===== src/rtl/key_freq_ctrl_pkg.sv =====
// Shared constants and key-FSM state type for the key frequency controller
// and the downstream DDS address-calculation stage.
package key_freq_ctrl_pkg;

  localparam int unsigned FW_WIDTH = 12;

  localparam logic [FW_WIDTH-1:0] FW_MIN_DEF  = 12'd1;
  localparam logic [FW_WIDTH-1:0] FW_MAX_DEF  = 12'd4095;
  localparam logic [FW_WIDTH-1:0] FW_INIT_DEF = 12'd1;

  typedef enum logic [1:0] {
    KEY_IDLE,
    KEY_PRESS_WAIT,
    KEY_HELD,
    KEY_RELEASE_WAIT
  } key_state_t;

endpackage


===== src/rtl/key_freq_ctrl_if.sv =====
// Frequency-word bus from the key controller to the DDS address stage.
interface key_freq_ctrl_if import key_freq_ctrl_pkg::*; ();

  logic [FW_WIDTH-1:0] freq_word;
  logic                freq_upd;
  logic                at_min;
  logic                at_max;

  modport master (output freq_word, freq_upd, at_min, at_max);
  modport slave  (input  freq_word, freq_upd, at_min, at_max);

endinterface


===== src/rtl/key_freq_ctrl_debounce.sv =====
// Per-key two-flop synchroniser and debounce FSM producing a one-cycle press event.
// Optional auto-repeat while held is enabled by macro KEY_AUTO_REPEAT_EN.
module key_debounce import key_freq_ctrl_pkg::*; #(
  parameter int unsigned DEBOUNCE_CYCLES = 20000
) (
  input  logic i_clk,
  input  logic i_rst_n,
  input  logic i_key,
  output logic o_press
);

  localparam int unsigned CW = (DEBOUNCE_CYCLES > 1) ? $clog2(DEBOUNCE_CYCLES + 1) : 1;
  localparam logic [CW-1:0] CNT_LAST = CW'(DEBOUNCE_CYCLES - 1);

  logic             r_sync1, r_sync2;
  logic [1:0]       r_vld;
  logic             r_armed;
  key_state_t       r_state, w_state_nxt;
  logic [CW-1:0]    r_cnt, w_cnt_nxt;
  logic             r_press, w_press_nxt;

`ifdef KEY_AUTO_REPEAT_EN
  localparam int unsigned RW = $clog2(2 * DEBOUNCE_CYCLES + 1);
  localparam logic [RW-1:0] RPT_FIRST = RW'(2 * DEBOUNCE_CYCLES - 1);
  localparam logic [RW-1:0] RPT_NEXT  = RW'(DEBOUNCE_CYCLES - 1);
  logic [RW-1:0] r_rpt, w_rpt_nxt;
  logic          r_rpt_first, w_rpt_first_nxt;
`endif

  // A key held across reset stays ignored until it has been seen released.
  always_ff @(posedge i_clk or negedge i_rst_n) begin
    if (!i_rst_n) begin
      r_sync1 <= 1'b0;
      r_sync2 <= 1'b0;
      r_vld   <= '0;
      r_armed <= 1'b0;
    end else begin
      r_sync1 <= i_key;
      r_sync2 <= r_sync1;
      r_vld   <= {r_vld[0], 1'b1};
      r_armed <= r_armed | (r_vld[1] & ~r_sync2);
    end
  end

  always_comb begin
    w_state_nxt = r_state;
    w_cnt_nxt   = '0;
    w_press_nxt = 1'b0;
`ifdef KEY_AUTO_REPEAT_EN
    w_rpt_nxt       = '0;
    w_rpt_first_nxt = 1'b1;
`endif
    case (r_state)
      KEY_IDLE: begin
        if (r_sync2 && r_armed) w_state_nxt = KEY_PRESS_WAIT;
      end
      KEY_PRESS_WAIT: begin
        if (!r_sync2) begin
          w_state_nxt = KEY_IDLE;
        end else if (r_cnt == CNT_LAST) begin
          w_state_nxt = KEY_HELD;
          w_press_nxt = 1'b1;
        end else begin
          w_cnt_nxt = r_cnt + 1'b1;
        end
      end
      KEY_HELD: begin
`ifdef KEY_AUTO_REPEAT_EN
        w_rpt_nxt       = r_rpt;
        w_rpt_first_nxt = r_rpt_first;
`endif
        if (!r_sync2) begin
          w_state_nxt = KEY_RELEASE_WAIT;
        end
`ifdef KEY_AUTO_REPEAT_EN
        else if (r_rpt == (r_rpt_first ? RPT_FIRST : RPT_NEXT)) begin
          w_press_nxt     = 1'b1;
          w_rpt_nxt       = '0;
          w_rpt_first_nxt = 1'b0;
        end else begin
          w_rpt_nxt = r_rpt + 1'b1;
        end
`endif
      end
      KEY_RELEASE_WAIT: begin
        if (r_sync2) begin
          w_state_nxt = KEY_HELD;
        end else if (r_cnt == CNT_LAST) begin
          w_state_nxt = KEY_IDLE;
        end else begin
          w_cnt_nxt = r_cnt + 1'b1;
        end
      end
      default: w_state_nxt = KEY_IDLE;
    endcase
  end

  always_ff @(posedge i_clk or negedge i_rst_n) begin
    if (!i_rst_n) begin
      r_state <= KEY_IDLE;
      r_cnt   <= '0;
      r_press <= 1'b0;
`ifdef KEY_AUTO_REPEAT_EN
      r_rpt       <= '0;
      r_rpt_first <= 1'b1;
`endif
    end else begin
      r_state <= w_state_nxt;
      r_cnt   <= w_cnt_nxt;
      r_press <= w_press_nxt;
`ifdef KEY_AUTO_REPEAT_EN
      r_rpt       <= w_rpt_nxt;
      r_rpt_first <= w_rpt_first_nxt;
`endif
    end
  end

  assign o_press = r_press;

endmodule


===== src/rtl/key_freq_ctrl.sv =====
// Two debounced keys step a saturating DDS frequency word up or down.
// Define KEY_AUTO_REPEAT_EN for auto-repeat while a key is held.
module key_freq_ctrl import key_freq_ctrl_pkg::*; #(
  parameter int unsigned         DEBOUNCE_CYCLES = 20000,
  parameter logic [FW_WIDTH-1:0] FW_INIT         = FW_INIT_DEF,
  parameter logic [FW_WIDTH-1:0] FW_MIN          = FW_MIN_DEF,
  parameter logic [FW_WIDTH-1:0] FW_MAX          = FW_MAX_DEF,
  parameter logic [FW_WIDTH-1:0] FW_STEP         = 12'd1
) (
  input  logic             sys_clk,
  input  logic             reset,
  input  logic             freq_add,
  input  logic             freq_dec,
  key_freq_ctrl_if.master  fw_bus
);

  logic                       w_add_press, w_dec_press;
  logic [FW_WIDTH:0]          w_sum;
  logic signed [FW_WIDTH+1:0] w_diff;
  logic [FW_WIDTH-1:0]        w_add_res, w_dec_res, w_fw_nxt;
  logic [FW_WIDTH-1:0]        r_fw;
  logic                       r_upd, r_at_min, r_at_max;

  key_debounce #(.DEBOUNCE_CYCLES(DEBOUNCE_CYCLES)) u_add (
    .i_clk   (sys_clk),
    .i_rst_n (reset),
    .i_key   (freq_add),
    .o_press (w_add_press)
  );

  key_debounce #(.DEBOUNCE_CYCLES(DEBOUNCE_CYCLES)) u_dec (
    .i_clk   (sys_clk),
    .i_rst_n (reset),
    .i_key   (freq_dec),
    .o_press (w_dec_press)
  );

  // Widened arithmetic so neither direction can wrap before clamping.
  assign w_sum     = {1'b0, r_fw} + {1'b0, FW_STEP};
  assign w_add_res = (w_sum > {1'b0, FW_MAX}) ? FW_MAX : w_sum[FW_WIDTH-1:0];
  assign w_diff    = $signed({2'b00, r_fw}) - $signed({2'b00, FW_STEP});
  assign w_dec_res = (w_diff < $signed({2'b00, FW_MIN})) ? FW_MIN : w_diff[FW_WIDTH-1:0];

  always_comb begin
    w_fw_nxt = r_fw;
    case ({w_add_press, w_dec_press})
      2'b10:   w_fw_nxt = w_add_res;
      2'b01:   w_fw_nxt = w_dec_res;
      default: w_fw_nxt = r_fw;
    endcase
  end

  always_ff @(posedge sys_clk or negedge reset) begin
    if (!reset) begin
      r_fw     <= FW_INIT;
      r_upd    <= 1'b0;
      r_at_min <= (FW_INIT == FW_MIN);
      r_at_max <= (FW_INIT == FW_MAX);
    end else begin
      r_fw     <= w_fw_nxt;
      r_upd    <= (w_fw_nxt != r_fw);
      r_at_min <= (w_fw_nxt == FW_MIN);
      r_at_max <= (w_fw_nxt == FW_MAX);
    end
  end

  assign fw_bus.freq_word = r_fw;
  assign fw_bus.freq_upd  = r_upd;
  assign fw_bus.at_min    = r_at_min;
  assign fw_bus.at_max    = r_at_max;

endmodule


===== src/flat_wrapper.sv =====
// flat-port wrapper written by rule: the top's interface ports become plain ports
module key_freq_ctrl_flat import key_freq_ctrl_pkg::*;
#(
  parameter int unsigned         DEBOUNCE_CYCLES = 20000,
  parameter logic [FW_WIDTH-1:0] FW_INIT         = FW_INIT_DEF,
  parameter logic [FW_WIDTH-1:0] FW_MIN          = FW_MIN_DEF,
  parameter logic [FW_WIDTH-1:0] FW_MAX          = FW_MAX_DEF,
  parameter logic [FW_WIDTH-1:0] FW_STEP         = 12'd1
)
  (sys_clk, reset, freq_add, freq_dec, fw_bus_freq_word, fw_bus_freq_upd, fw_bus_at_min, fw_bus_at_max);
  key_freq_ctrl_if fw_bus_i ();
  input  logic sys_clk;
  input  logic reset;
  input  logic freq_add;
  input  logic freq_dec;
  output wire logic [$bits(fw_bus_i.freq_word)-1:0] fw_bus_freq_word;
  output wire logic [$bits(fw_bus_i.freq_upd)-1:0] fw_bus_freq_upd;
  output wire logic [$bits(fw_bus_i.at_min)-1:0] fw_bus_at_min;
  output wire logic [$bits(fw_bus_i.at_max)-1:0] fw_bus_at_max;
  assign fw_bus_freq_word = fw_bus_i.freq_word;
  assign fw_bus_freq_upd = fw_bus_i.freq_upd;
  assign fw_bus_at_min = fw_bus_i.at_min;
  assign fw_bus_at_max = fw_bus_i.at_max;
  key_freq_ctrl #(.DEBOUNCE_CYCLES(DEBOUNCE_CYCLES), .FW_INIT(FW_INIT), .FW_MIN(FW_MIN), .FW_MAX(FW_MAX), .FW_STEP(FW_STEP)) u_core (.sys_clk(sys_clk), .reset(reset), .freq_add(freq_add), .freq_dec(freq_dec), .fw_bus(fw_bus_i));
endmodule

===== config.mk =====
export PLATFORM = sky130hd
export DESIGN_NAME = key_freq_ctrl_flat
export DESIGN_NICKNAME = d
export VERILOG_FILES = /design/src/rtl/key_freq_ctrl_pkg.sv /design/src/rtl/key_freq_ctrl_if.sv /design/src/rtl/key_freq_ctrl_debounce.sv /design/src/rtl/key_freq_ctrl.sv /design/src/flat_wrapper.sv
export SDC_FILE = /design/constraint.sdc
export NUM_CORES = 1
export LEC_CHECK = 0
export ABC_AREA = 1
export BUFFER_PORTS_ARGS = -buffer_cell sky130_fd_sc_hd__buf_2
export CORE_ASPECT_RATIO = 2
export CORE_UTILIZATION = 45
export DETAILED_ROUTE_END_ITERATION = 16
export PLACE_DENSITY_LB_ADDON = 0.25
export REMOVE_ABC_BUFFERS = 1
export SYNTH_ARGS = -nofsm -noshare
export SYNTH_HDL_FRONTEND = slang
export SYNTH_SLANG_ARGS = --single-unit
export TNS_END_PERCENT = 1

===== constraint.sdc =====
create_clock -name sys_clk -period 2.9 [get_ports sys_clk]
set_clock_uncertainty 0.2 [all_clocks]
set_input_delay 0.29 -clock sys_clk [delete_from_list [all_inputs] [get_ports sys_clk]]
set_output_delay 0.29 -clock sys_clk [all_outputs]
set_load 0.03 [all_outputs]

# Word level (Yosys, flattened, before mapping)
# Cells that the tools add are included.
word_totals:
  ff_bits: 61
  latch_bits: 0
  ramBits: 0
  romBits: 0
  input_bits: 4
  out_inout_bits: 15
  memories: 0
classes:
  add_sub_neg: 4
  n_mul: 0
  div: 0
  magnitude_cmp: 2
  n_eq_ne: 21
  shifts: 0
  n_mux: 31
  bitwise: 6
  n_reduce_logical: 6
ops:
  columns: ["op", "count"]
  rows:
  - ["$mux W15", 6]
  - ["$pmux W15 S2", 2]
  - ["$add A15 B1 Y15 const B", 2]
  - ["$eq A15 B15 Y1 const B", 2]
  - ["$mux W12", 2]
  - ["$mux W2", 12]
  - ["$pmux W12 S2", 1]
  - ["$pmux W2 S4", 2]
  - ["$lt A14 B2 Y1 const B", 1]
  - ["$add A12 B1 Y13 const B", 1]
  - ["$gt A13 B12 Y1 const B", 1]
  - ["$sub A12 B1 Y13 const B", 1]
  - ["$eq A12 B1 Y1 const B", 1]
  - ["$eq A12 B12 Y1 const B", 1]
  - ["$ne A12 B12 Y1", 1]
  - ["$ne A3 B3 Y1 const B", 4]
  - ["$eq A2 B2 Y1 const B", 5]
  - ["$ne A2 B2 Y1 const B", 4]
  - ["$reduce_and A4 Y1", 2]
  - ["$eq A2 B1 Y1 const B", 3]
  - ["$mux W1", 6]
  - ["$logic_not A2 Y1", 2]
  - ["$and A1 B1 Y1", 2]
  - ["$logic_and A1 B1 Y1", 2]
  - ["other kinds (2)", 4]

# Logic depth before layout (Yosys ltp)
depth:
  depth_word: 5
  mapped_depth: 19

# Cells and area by module
# Synthesis repeated with hierarchy kept, for this count alone.
unflattened:
  cells_unflattened: 612
  hier_area_um2: 4209.0
modules_own_cells:
  columns: ["module", "n_inst", "cells_per_inst", "area_each_um2"]
  rows:
  - ["key_debounce", 2, 134, 1113.6]
  - ["key_freq_ctrl", 1, 344, 1981.9]

# Least setup slack after synthesis
# OpenSTA, ideal clock, no wires.
synth_path:
  path_kind: "reg2reg"
  startpoint: "register u_core.r_fw[0], in the netlist u_core.fw_bus.freq_word[0]"
  endpoint: "register u_core.r_upd, in the netlist u_core.fw_bus.freq_upd"
  arrival_ns: 2.339
  required_ns: 2.581
  setup_slack_ns: 0.243
  stages_incl_launch_ff: 19
  path_buffers: 0
  synth_period_minus_slack_ns: 2.657
  cell_sequence: "dfstp_2 -> inv_2 -> ha_1 -> nand2_2 -> inv_1 -> nand2_1 -> nand2_1 -> nor2_1 -> nand3_1 -> nor2_2 -> nand2_4 -> nand3_1 -> nand2_2 -> nand3_1 -> nand2_1 -> nor2_1 -> nand2_1 -> nor2_1 -> nand2_1"
synth_between:
  elab_chain_cells: 5
  elab_cells_between_ends: 8
  classes_between: "add/sub: 2; order compare: 2; eq/ne: 1; mux: 3"
synth_lines:
  columns: ["item", "line", "source"]
  rows:
  - ["from (decl)", "key_freq_ctrl.sv:21", "logic [FW_WIDTH-1:0] r_fw;"]
  - ["from (signal assigned)", "key_freq_ctrl.sv:60", "r_fw <= w_fw_nxt;"]
  - ["$sub A12 B1 Y13 or $add A12 B1 Y13 (tied branches)", "key_freq_ctrl.sv:41, key_freq_ctrl.sv:39", null]
  - ["$lt A14 B2 Y1 or $gt A13 B12 Y1 (tied branches)", "key_freq_ctrl.sv:42, key_freq_ctrl.sv:40", null]
  - ["$mux W12 (on tied branches)", "key_freq_ctrl.sv:42, key_freq_ctrl.sv:40", null]
  - ["$pmux W12 S2", "key_freq_ctrl.sv:46", "case ({w_add_press, w_dec_press})"]
  - ["$ne A12 B12 Y1 (*)", "key_freq_ctrl.sv:61", "r_upd <= (w_fw_nxt != r_fw);"]
  - ["to (signal assigned)", "key_freq_ctrl.sv:61", null]
  - ["to (decl)", "key_freq_ctrl.sv:22", "logic r_upd, r_at_min, r_at_max;"]
# Mark *: on every way between the ends. The rest lies on a longest branch, timed or not.
# A chain may end at the register's enable or synchronous reset.

# Final worst setup path
layout_path:
  startpoint: "register u_core.r_fw[0], in the netlist u_core.fw_bus.freq_word[0]"
  endpoint: "register u_core.r_at_max, in the netlist u_core.fw_bus.at_max"
layout_between:
  elab_chain_cells: 5
  elab_cells_between_ends: 8
  classes_between: "add/sub: 2; order compare: 2; eq/ne: 1; mux: 3"
layout_lines:
  columns: ["item", "line", "source"]
  rows:
  - ["$sub A12 B1 Y13 or $add A12 B1 Y13 (tied branches)", "key_freq_ctrl.sv:41, key_freq_ctrl.sv:39", null]
  - ["$lt A14 B2 Y1 or $gt A13 B12 Y1 (tied branches)", "key_freq_ctrl.sv:42, key_freq_ctrl.sv:40", null]
  - ["$mux W12 (on tied branches)", "key_freq_ctrl.sv:42, key_freq_ctrl.sv:40", null]
  - ["$pmux W12 S2 (*)", "key_freq_ctrl.sv:46", null]
  - ["named net u_core.w_fw_nxt[6]", "key_freq_ctrl.sv:20", "logic [FW_WIDTH-1:0] w_add_res, w_dec_res, w_fw_nxt;"]
  - ["$eq A12 B12 Y1 (*)", "key_freq_ctrl.sv:63", "r_at_max <= (w_fw_nxt == FW_MAX);"]
  - ["to (signal assigned)", "key_freq_ctrl.sv:58", "r_at_max <= (FW_INIT == FW_MAX);"]
  - ["to (signal assigned)", "key_freq_ctrl.sv:63", null]
  - ["to (decl)", "key_freq_ctrl.sv:22", null]
# The timed path passes the listed nets; every way through them passes the cells marked *.

==> results.txt <==
The run finished with clean final reports. The number of cells on the worst hold path was 0; the post-synthesis compound-gate area fraction was 6.42%. The reg-to-reg startpoint was u_core.fw_bus.freq_word[0]. In this design, the largest share of critical-path delay is due to simple AND/OR/NAND/NOR gates.

The clock reaches the later pin of the worst-skew pair after 0.33 ns. The post-synthesis cell count is 570, and the first-iteration detailed-routing DRC count is 372. In the final layout, the multi-input gates occupy 0.00240 mm².

The tools report the buffer depth of the longest clock path as 2. Most instantiated flip-flop cell in the synthesis netlist: sky130_fd_sc_hd__dfrtp_1. The number of max-slew violations in the final report was 0.

The adder-cell area share of the yosys netlist works out to 2.52%. The startpoint identified for the worst hold timing path is u_core.u_add.r_vld[0]. The maximum fanout count along the critical path is 8, and the flip-flop and latch count after synthesis is 59. The tools report the cell row count as 48. The share of cells above drive strength 1 is 24.4%, and the initial core utilization is 46.3%. The number of distinct library cells after synthesis came out at 42.

The end of the worst register-to-register path was u_core.fw_bus.at_max. For flop-to-flop paths, the worst setup slack is 0.07 ns. After detailed routing, the number of vias per cell comes to 5.59.

Dividing the synthesized area by the synthesized cell count gives 6.98 µm². The count of flip-flops with a built-in enable after synthesis was 0; the sequential area share after synthesis was 37.2%. sky130_fd_sc_hd__nand2_1 is the most common cell in the netlist. In the global route stage, met2 resource usage came out at 47.8%. Routability-driven placement finished with a final weighted congestion of 0.956.

The setup slack of the critical path after layout was 0.0668 ns; the power per cell area was 423 mW/mm². Ranked by instance count, the synthesized netlist is headed by 119 x sky130_fd_sc_hd__nand2_1, 87 x sky130_fd_sc_hd__nor2_1, 77 x sky130_fd_sc_hd__inv_1. Global routing used 6.84% of the available met3 tracks. In this run the horizontal extent of the chip is 68.5 µm. The worst setup path is of the flop to flop kind.

For the I/O pin count, the log shows 19. At the pin with the least slew margin, the transition time is 0.780 ns. Summing all flip-flop and latch instances after layout gives 0.00148 mm². Relative to the synthesized area, the layout overhead comes to 26.3%. The first detailed-routing pass took 6 iterations.

After Yosys synthesis, XOR and XNOR cells account for 2.86% of the synthesized area. The element type at the critical path start was a flop. The largest single stage delay on the critical path is 0.57 ns. The cell occurring most often along the worst timing path is sky130_fd_sc_hd__nand2_2. The proportion of netlist area held by the largest area contributor works out to 35.9%.

The count of buffering cells on the critical path with inverters included was 2; the y dimension of the die was 135 µm. The combined global-route utilization of all metal layers was 28.9%. Including well taps, the total number of placed cells is 698. After layout, the minimum clock period comes to 2.83 ns. The design draws 2.13 mW. In the synthesized netlist, mux cells make up 0% of the area. For the total die area, the log shows 0.00924 mm². Number of global-route vias before repair: 4020. For the worst setup path, the data required time is 2.96 ns. Count of maximum capacitance violations: 0.

The slowest stage of the critical path belongs to the cell sky130_fd_sc_hd__dfstp_2. The core footprint was 0.00859 mm². The final critical path takes up 97.7% of the cycle. Data arrives at the worst endpoint at 2.89 ns.

The logs give 0 for the total congestion overflow after global routing and 0 for the antenna diode instance count. The endpoint type of the worst setup path is a flop. For the leakage power total, the log shows 2.49 nW.

The class of the worst hold path is flop to flop. The finished layout holds 724 standard cells, fillers aside. The critical path goes through ha_4, nand2_2, buf_12, nor2_4, nand2_2, nand2_4, nand2_2, clkinv_1, nand3_2, nor2_4, nand2_4, nand3_2, nand2_1, nand2_1, nor2_1, a21oi_2, nand4_1, nor2_1.

For this run, the number of Yosys warnings is 0. The number of DRC violations after detailed routing came out at 0. Count of cells along the worst register-to-register path: 18. Top cell type by total area after synthesis: sky130_fd_sc_hd__dfrtp_1. The tools report the destination of the worst hold path as u_core.u_add.r_vld[1].

The async set or reset register ratio after synthesis works out to 100%. CTS saw 59 sinks. The final count of hold timing violations was 0; the count of vias placed by the detailed router was 4049.

TritonCTS built the clock tree. Once detailed placement completed, the half-perimeter wirelength came to 8860 µm. The largest net degree at the start of global routing came out at 37. The number of levels in the clock H-tree is 3.

Before CTS, the worst setup slack after placement is -0.0388 ns. Setup repair after global routing could not meet its margin everywhere. By area, the combinational part of the netlist is dominated by simple AND/OR/NAND/NOR gates. The logs give 19000 µm for the first-pass GRT wire length and 0.00398 mm² for the area of the mapped netlist.

Across the VDD grid, the largest voltage drop is 0.000652 V. The normalized max-slew margin is 48.0%. The detailed-route wire length was 12000 µm; the clock-pin slew reported for the worst setup and hold paths after clock tree synthesis was 0.05 ns. The number of antenna violations at the first check in global routing is 0. The global routing stage identified its most utilized layer as met2.

In this run the tool buffered the top-level ports with 18 buffer cells. After detailed routing, the average wire length per cell comes to 16.5 µm. Final net count: 631.

For this run, global-route usage on met1 was measured as 27.6%. Setup violations remaining at the end of the flow were counted as 0. The cell at the root of the clock tree is sky130_fd_sc_hd__clkbuf_16.

Static timing analysis puts the maximum clock frequency at 353 MHz. The synthesized netlist devotes 41.0% of its cell area to simple gates. By area the synthesized netlist is led by sky130_fd_sc_hd__dfrtp_1 36%, sky130_fd_sc_hd__nand2_1 11%, sky130_fd_sc_hd__nand3_1 9.2%. The layout has 817 filler cells. Number of nets with antenna violations after detailed routing: 0.

The run gives 9 as the total clock buffers created by CTS.
sequential cells by signal, indices dropped and copies added, names as in the netlist, 2 cells and up, named ones only:
signal                   cells
u_core.fw_bus.freq_word     12
u_core.u_dec.r_cnt          15
u_core.u_add.r_cnt          15
u_core.u_add.r_vld           2
layer usage:
layer	wire length, µm	share of wire [%]
met5	0	0
met4	1070	8.9
met3	502	4.2
met1	4000	33
met2	6410	53
cell usage in the layout, fill, tap and decap left out, types with 6 or more instances in the layout:
| master | netlist | layout |
|---|---|---|
| sky130_fd_sc_hd__nand3_2 | 3 | 15 |
| sky130_fd_sc_hd__o21ai_0 | 10 | 9 |
| sky130_fd_sc_hd__nand4_1 | 22 | 22 |
| sky130_fd_sc_hd__nand2_1 | 119 | 101 |
| sky130_fd_sc_hd__nor3_1 | 11 | 11 |
| sky130_fd_sc_hd__nor2_1 | 87 | 81 |
| sky130_fd_sc_hd__xor2_1 | 10 | 9 |
| sky130_fd_sc_hd__clkbuf_16 | 0 | 9 |
| sky130_fd_sc_hd__nand2_4 | 2 | 8 |
| sky130_fd_sc_hd__nor2_4 | 3 | 9 |
| sky130_fd_sc_hd__inv_1 | 77 | 75 |
| sky130_fd_sc_hd__ha_1 | 8 | 6 |
| sky130_fd_sc_hd__nand2_2 | 16 | 27 |
| sky130_fd_sc_hd__buf_2 | 1 | 18 |
| sky130_fd_sc_hd__nor2_2 | 8 | 8 |
| sky130_fd_sc_hd__buf_4 | 3 | 24 |
| sky130_fd_sc_hd__dfrtp_1 | 57 | 55 |
| sky130_fd_sc_hd__nand3_1 | 73 | 57 |
| sky130_fd_sc_hd__a21oi_1 | 9 | 9 |
worst max path at each step:
stage / from / to / slack (ns) / cells after the start
2_1_floorplan: u_core.fw_bus.freq_word[0] / u_core.fw_bus.freq_upd / 0.21 / 18
3_3_place_gp: u_core.fw_bus.freq_word[0] / u_core.fw_bus.at_min / -0.03 / 18
3_5_place_dp: u_core.fw_bus.freq_word[0] / u_core.fw_bus.at_min / -0.04 / 18
4_1_cts: u_core.fw_bus.freq_word[0] / u_core.fw_bus.at_min / 0.06 / 18
5_1_grt: u_core.fw_bus.freq_word[0] / u_core.fw_bus.at_min / -0.11 / 18
6_report: u_core.fw_bus.freq_word[0] / u_core.fw_bus.at_max / 0.07 / 18
power breakdown:
| part | switching [mW] | total [mW] | internal (mW) |
|---|---|---|---|
| combinational | 0.102 | 0.150 | 0.0478 |
| clock | 0.339 | 1.10 | 0.757 |
| sequential | 0.0214 | 0.878 | 0.857 |
through the flow:
step	util, %	instance area (µm²)	hold slack, ns	TNS, ns
final	58.5	5020	0.145	0
after global routing	58.5	5020	0.149	-0.251
after CTS	54.2	4650	0.148	0
after detailed placement	50.1	4300	0.136	-0.0392
after global placement	50.1	4300	0.134	-0.0255
after floorplan	-	3900	-0.206	0
final cells by class:
class | count | area share [%]
clock buffers | 15 | 5.73
clock inverters | 1 | 0.598
inverters | 84 | 6.32
multi-input cells | 415 | 47.9
flip-flops and latches | 59 | 29.5
well taps | 100 | 2.49
repair buffers | 50 | 7.52
timing repair:
action                     in CTS  in global routing
setup endpoints to repair       2                  3
hold buffers                    3                  0
pin swaps                       0                 34
buffers inserted                0                  7
hold endpoints to repair       36                  0
resized for setup               2                 75
gates cloned                    0                  0
logic make-up (layout without fill, tap and decap cells):
group                    after synthesis  after routing
AO/OA/AOI/OAI                         40             40
other                                  1              1
adder cells (fa/ha/maj)                8              8
flip-flops                            59             59
XOR/XNOR                              13             13
buffers and inverters                 96            150
AND/OR/NAND/NOR                      353            353
Note: power is estimated with default switching activity, not from simulation.
